`config.mk`:
```
export PLATFORM = sky130hd
export DESIGN_NAME = prog_lut_engine
export DESIGN_NICKNAME = d
export VERILOG_FILES = /design/src/rtl/prog_lut_engine.sv
export SDC_FILE = /design/constraint.sdc
export NUM_CORES = 1
export LEC_CHECK = 0
export ABC_AREA = 0
export BUFFER_PORTS_ARGS = -buffer_cell sky130_fd_sc_hd__buf_2
export CAP_MARGIN = 0
export CORE_MARGIN = 3
export CORE_UTILIZATION = 55
export DETAILED_ROUTE_END_ITERATION = 6
export HOLD_SLACK_MARGIN = 0.12
export PLACE_DENSITY = 0.75
export SYNTH_ARGS = -nofsm -noshare
export SYNTH_HDL_FRONTEND = slang
export SYNTH_SLANG_ARGS = --single-unit
```
`constraint.sdc`:
```
create_clock -name clk -period 1.9 [get_ports clk]
set_input_delay 0.38 -clock clk [delete_from_list [all_inputs] [get_ports clk]]
set_output_delay 0.38 -clock clk [all_outputs]
set_load 0.1 [all_outputs]
```
`src/rtl/prog_lut_engine.sv`:
```
// prog_lut_engine: run-time programmable truth table.
// After reset, an init FSM fills every entry with DEFAULT_OUT. In RUN, the
// table is written through wr_* and read through a valid/ready lookup port
// with one cycle of registered latency.
module prog_lut_engine #(
    parameter int                 IN_W        = 5,
    parameter int                 OUT_W       = 2,
    parameter logic [OUT_W-1:0]   DEFAULT_OUT = {OUT_W{1'b1}},
    parameter int                 CNT_W       = 16
) (
    input  logic             clk,
    input  logic             rst,
    input  logic             wr_en,
    input  logic [IN_W-1:0]  wr_addr,
    input  logic [OUT_W-1:0] wr_data,
    input  logic             in_valid,
    output logic             in_ready,
    input  logic [IN_W-1:0]  in_code,
    output logic             out_valid,
    input  logic             out_ready,
    output logic [OUT_W-1:0] out_data,
    output logic             busy,
    output logic [CNT_W-1:0] lookup_cnt
);

    localparam int DEPTH = 1 << IN_W;

    typedef enum logic {
        ST_INIT,
        ST_RUN
    } state_t;

    state_t            state;
    state_t            state_next;
    logic [IN_W-1:0]   init_ptr;
    logic [OUT_W-1:0]  table_mem [DEPTH];
    logic              accept;
    logic [OUT_W-1:0]  lookup_val;

    // State register; reset always restarts the fill.
    always_ff @(posedge clk) begin
        // NOTE: sequential state uses non-blocking assignments so every flop
        // samples the pre-edge values regardless of block ordering.
        if (rst) begin
            state <= ST_INIT;
        end else begin
            state <= state_next;
        end
    end

    // Next state: leave INIT once the last entry has been written.
    always_comb begin
        // NOTE: defaulting every always_comb output first prevents latches.
        state_next = state;
        if (state == ST_INIT && init_ptr == {IN_W{1'b1}}) begin
            state_next = ST_RUN;
        end
    end

    // Init fill pointer walks 0 .. DEPTH-1 while in INIT.
    always_ff @(posedge clk) begin
        if (rst) begin
            init_ptr <= '0;
        end else if (state == ST_INIT) begin
            init_ptr <= init_ptr + IN_W'(1);
        end
    end

    // Table storage: filled by init, then by the write port in RUN.
    always_ff @(posedge clk) begin
        // NOTE: the table has no reset branch; the init FSM overwrites every
        // entry, which keeps it mappable onto plain RAM.
        if (!rst) begin
            if (state == ST_INIT) begin
                table_mem[init_ptr] <= DEFAULT_OUT;
            end else if (wr_en) begin
                table_mem[wr_addr] <= wr_data;
            end
        end
    end

    assign busy     = (state == ST_INIT);
    assign in_ready = (state == ST_RUN) && (!out_valid || out_ready);
    assign accept   = in_valid && in_ready;

    // Write-first bypass: a same-cycle write to the looked-up entry wins.
    always_comb begin
        lookup_val = table_mem[in_code];
        if (wr_en && wr_addr == in_code) begin
            lookup_val = wr_data;
        end
    end

    // Result register, valid flag and lookup counter.
    always_ff @(posedge clk) begin
        if (rst) begin
            out_valid  <= 1'b0;
            out_data   <= '0;
            lookup_cnt <= '0;
        end else if (accept) begin
            out_valid  <= 1'b1;
            out_data   <= lookup_val;
            lookup_cnt <= lookup_cnt + CNT_W'(1);
        end else if (out_ready) begin
            out_valid  <= 1'b0;
        end
    end

endmodule

```
=== Yosys cells after proc, flatten, opt, wreduce, memory -nomap -nowiden ===
Memories as Yosys holds them, arrays and structs flattened. A register that Yosys moved wholly into a read port is not among the register bits.
Cells that the tools add are included.

* Bits in registers: 23
* RAM bits: 64
* Word-level logic and storage cells: 28
* Memories: 1

{| class="wikitable"
|+ Memory list
! name !! words !! width !! rd ports !! clocked after Yosys merged registers in !! write ports !! RTL line !! text
|-
| table_mem || 32 || 2 || 1 || 1 || 1 || 36 || <nowiki>logic [OUT_W-1:0] table_mem [DEPTH];</nowiki>
|}

* $add $sub $neg: 2
* Equality and inequality tests: 1
* Muxes and demuxes: 12
* Bitwise gates (word level): 1
* Reduce and logical (&&, ||, !) cells: 7

{| class="wikitable"
|+ Operator list
! operator !! number
|-
| $add 16x1->16 const B || 1
|-
| $mux 1 || 10
|-
| $add 5x1->5 const B || 1
|-
| $eq 5x5->1 const B || 1
|-
| $mux 5 || 1
|-
| $logic_and 1x1->1 || 3
|-
| $mux 2 || 1
|-
| $reduce_bool 2->1 || 1
|-
| $reduce_or 2->1 || 1
|-
| $logic_not 1->1 || 1
|-
| $logic_or 1x1->1 || 1
|-
| $not 1->1 || 1
|}

=== Longest topological paths before layout ===
* Word-level depth: 6
* Gate-level depth with buffers: 8
* Gate-level depth less buffers: 6

=== Worst setup path after synthesis ===
No wires, ideal clock.

* Path type: register to register
* Start: register lookup_cnt[3]
* End: register lookup_cnt[13]
* Library setup time: 0.067 ns
* Arrival: 2.294 ns
* Required time: 1.833 ns
* Path slack: -0.461 ns
* Cell stages (with the launch flop): 7
* Period minus slack after synthesis: 2.361 ns
* Path through: dfxtp_1 and4_1 nand3_1 nor3_1 nand3_1 xor2_1 nor2_1

* Cells in the longest elaborated chain, start to end: 1

{| class="wikitable"
|+ Ends and longest elaborated chain
! element !! RTL line !! text
|-
| from (decl) || 23 || <nowiki>output logic [CNT_W-1:0] lookup_cnt</nowiki>
|-
| from (signal assigned) || 103 || <nowiki>lookup_cnt <= lookup_cnt + CNT_W'(1);</nowiki>
|-
| $add 16x1->16 || 103 ||
|}

Every way passes these cells.
A chain may end at the register's enable or synchronous reset.

=== Worst setup path after layout ===
* Start: register state
* End: memory table_mem[21][0] (enable)

* Cells in the longest elaborated chain, start to end: 5

{| class="wikitable"
|+ Ends and longest elaborated chain
! element !! RTL line !! text
|-
| from (decl) || 33 || <nowiki>state_t state;</nowiki>
|-
| from (signal assigned) || 47 || <nowiki>state <= state_next;</nowiki>
|-
| $mux 1 || 74 || <nowiki>if (state == ST_INIT) begin</nowiki>
|-
| $mux 1 || 73 || <nowiki>if (!rst) begin</nowiki>
|-
| $mux 1 (implied by the code) || 77 || <nowiki>table_mem[wr_addr] <= wr_data;</nowiki>
|-
| $reduce_or 2->1 (no line) || - ||
|-
| $mux 5 (no line) or $mux 1 (tied branches) || - ||
|-
| to (decl) || 36 ||
|}

Several ways; a longest one is shown, not always the timed one.

==> impl_results.md <==
- Area of the core: 7020 um2
- Worst-path cell chain: and3b_4, mux2i_1, nand2_1, nor2_1
- Multiplexer share of the synthesized area: 0.0923
- Synth Area in Simple Gates: 0.175
- Filler instances: 539
- Vias in the first global route: 2876
- CP Capture Type: flip-flop
- Post-synthesis xor/xnor area fraction: 0.0384
- DR vias/cell: 5.85
- Cell taking the most area after synthesis: edfxtp_1
- Top FF cell, synth: edfxtp_1
- Final setup vio count: 0
- Cts repair resizes: 0
- Worst-path clk slew: 0.08 ns
- DRT antenna net count: 0
- Number of placement rows: 30
- Mapped Avg Cell Area: 11.7 um2
- Worst Reg-to-Reg Cells: 4
- 1st-pass router iterations: 5
- Type of origin of the critical path: flip-flop
- Sequential share of the synthesized area: 0.590
- Post-synth ARST share: 0
- Fmax: around 550 MHz
- Synth Area in Adders: 0.00914
- Hold Path Origin: out_ready
- Slew Limit Fails: 0
- Starting Density: 0.585
- CP Data Required Time: 1.94 ns
- Worst reg2reg endpoint: table_mem[21][0]$_DFFE_PP_
- Initial antenna violation count: 0
- Die area: 8540 um2
- Status: finished, final reports clean
- EDFF count, synth: 64
- DRT iter0 DRCs: 313
- Clk root buf: clkbuf_8
- Wire per inst: 17.3 um
- Critical path arrival: roughly 1.9 ns
- Port-buffer cells: 37
- Post-Synthesis Cells: 351
- CTS sink count: 89
- Setup slack, reg-to-reg: 0.08 ns
- Antenna cells: 0
- Die Height: approximately 92 um
- First-pass GRT wire length: around 14 mm
- Setup Skew: 0.0131 ns
- Post-CTS Setup Inserts: 0
- Largest fanout on the critical path: 10
- Yosys reg bits: 89
- YS warnings: 0
- Hold buffers post-CTS: 0
- Slew headroom: 0.665
- Drt drc: 0
- Pwr dens: approximately 770 nW/um2
- VDD IR max: 508 uV
- Synth area leaders: edfxtp_1, dfxtp_1, mux2i_1
- Post-Route WL: slightly below 9 mm
- Tightest Pin Transition: 0.490 ns
- Final #Nets: 430
- CTS tree: done
- Slowest-stage cell, CP: dfxtp_2
- Share of cells above drive strength 1: 0.248
- Worst hold endpoint: out_valid$_SDFFE_PP0P_
- Hold depth: 3
- CTS H-tree depth: 3
- Largest family of logic cells by synthesized area: simple AND/OR/NAND/NOR gates
- Critical R2R Launch: state$_SDFFE_PP0P_
- Distinct cells, synth: 49
- Period utilization: 0.958
- Vias: 2991
- Cell Area, Synth: between 4000 and 5000 um2
- Die extent in x: 92.4 um
- GP Congestion: 0.929
- Max clock buf depth: 2
- P&R area growth vs syn: 17.3%
- Tmin final: between 1.5 and 2 ns
- Largest net degree at the start of global routing: 29
- CP Class: flip-flop to flip-flop
- Final core utilization: 0.686
- I/O pin cnt: 38
- Post-synth top cells: edfxtp_1, nor2_1, nand2_1
- Max_cap viols: 0
- Hold Crit Class: primary input to flip-flop
- Post-DP HPWL: ~6.5 mm
- Slowest stage delay, CP: 0.39 ns
- Total grt overflow: 0
- Clock latency on the worst-skew pair: 0.35 ns
- Multi-input logic area: 1570 um2
- Final hold vios: 0
- Compound-Gate Fraction of Synth Area: 0.0667
- Reg area: 2450 um2
- TritonCTS Buffers: 9
- Total Power: 3.70 mW
- Pleak: 1.85 nW
- RSZ-0062 raised after global routing: false
- Tot GR Track Use: 0.213
- Post-synth top area share: 0.468
- Synthesized net count: 371
- Most common cell in the netlist: edfxtp_1
[how the worst max path moves through the flow]
stage | startpoint | endpoint | cells after the start
after global placement | rst | out_data[1]$_SDFFE_PP0P_ | 8
after floorplan | state$_SDFFE_PP0P_ | table_mem[13][0]$_DFFE_PP_ | 7
after CTS | state$_SDFFE_PP0P_ | table_mem[21][0]$_DFFE_PP_ | 4
after global routing | state$_SDFFE_PP0P_ | out_data[1]$_SDFFE_PP0P_ | 8
after detailed placement | rst | table_mem[21][0]$_DFFE_PP_ | 5
final | state$_SDFFE_PP0P_ | table_mem[21][0]$_DFFE_PP_ | 4
[power breakdown]
group | total, mW | switching (mW) | internal, mW
sequential | 2.06 | 0.0109 | 2.05
combinational | 0.245 | 0.143 | 0.102
clock | 1.39 | 0.653 | 0.738
total | 3.70 | 0.807 | 2.89
[cells by family (layout without fill, tap and decap cells)]
| family | Yosys count | in the layout |
|---|---|---|
| adder cells (fa/ha/maj) | 3 | 3 |
| XOR/XNOR | 18 | 18 |
| multiplexers | 30 | 30 |
| AO/OA/AOI/OAI | 39 | 39 |
| flip-flops | 89 | 89 |
| AND/OR/NAND/NOR | 151 | 151 |
| buffers and inverters | 21 | 85 |
[state kept, by name (all words and copies together) (netlist names)]
register and flops:
init_ptr 5, lookup_cnt 16, out_data 2, out_valid 1, state 1, table_mem 64
[per-layer routing]
metal,GRT usage,vias to the layer above,routed length [um]
li1,-,1398,-
met4,0.0891,0,248
met2,0.354,148,4260
met3,0.0439,31,617
met5,0,-,0
met1,0.273,1414,3710
[worst max-delay path, delay by kind of cell (launching register included)]
kind / cells / cell delay [ns]
simple gates: 3 / 0.85
flops: 1 / 0.39
mux: 1 / 0.28
[layout by cell type, fill, tap and decap left out, types with 5 or more instances in the layout]
cell,count
nand3b_1,7
inv_1,5
dfxtp_1,13
clkbuf_8,9
o21ai_0,8
nand2_1,37
nor2_1,56
xor2_1,13
nand3_1,15
buf_2,36
edfxtp_1,64
a21oi_1,8
buf_4,23
dfxtp_2,5
dfxtp_4,7
nor2b_1,7
nand4_1,6
mux2i_1,23
xnor2_1,5
mux4_2,6
[cell type report]
type,count,area share
inverters,6,0.00546
repair buffers,63,0.0899
multi-input cells,241,0.325
clock buffers,9,0.0257
flip-flops and latches,89,0.510
well taps,96,0.0249
clock inverters,7,0.0192
[metrics by stage]
stage                     cells  cell area (um2)  TNS [ns]  setup WS [ns]  hold slack, ns
after floorplan             351             4140         0      0.0000624           0.536
after global placement      495             4600   -0.0662        -0.0243           0.477
after detailed placement    495             4600     -1.78        -0.0801           0.490
after CTS                   511             4810         0         0.0564           0.378
after global routing        511             4820         0        0.00548           0.410
final                       511             4820         0         0.0793           0.391
No activity file was read; power rests on OpenSTA's default activity.
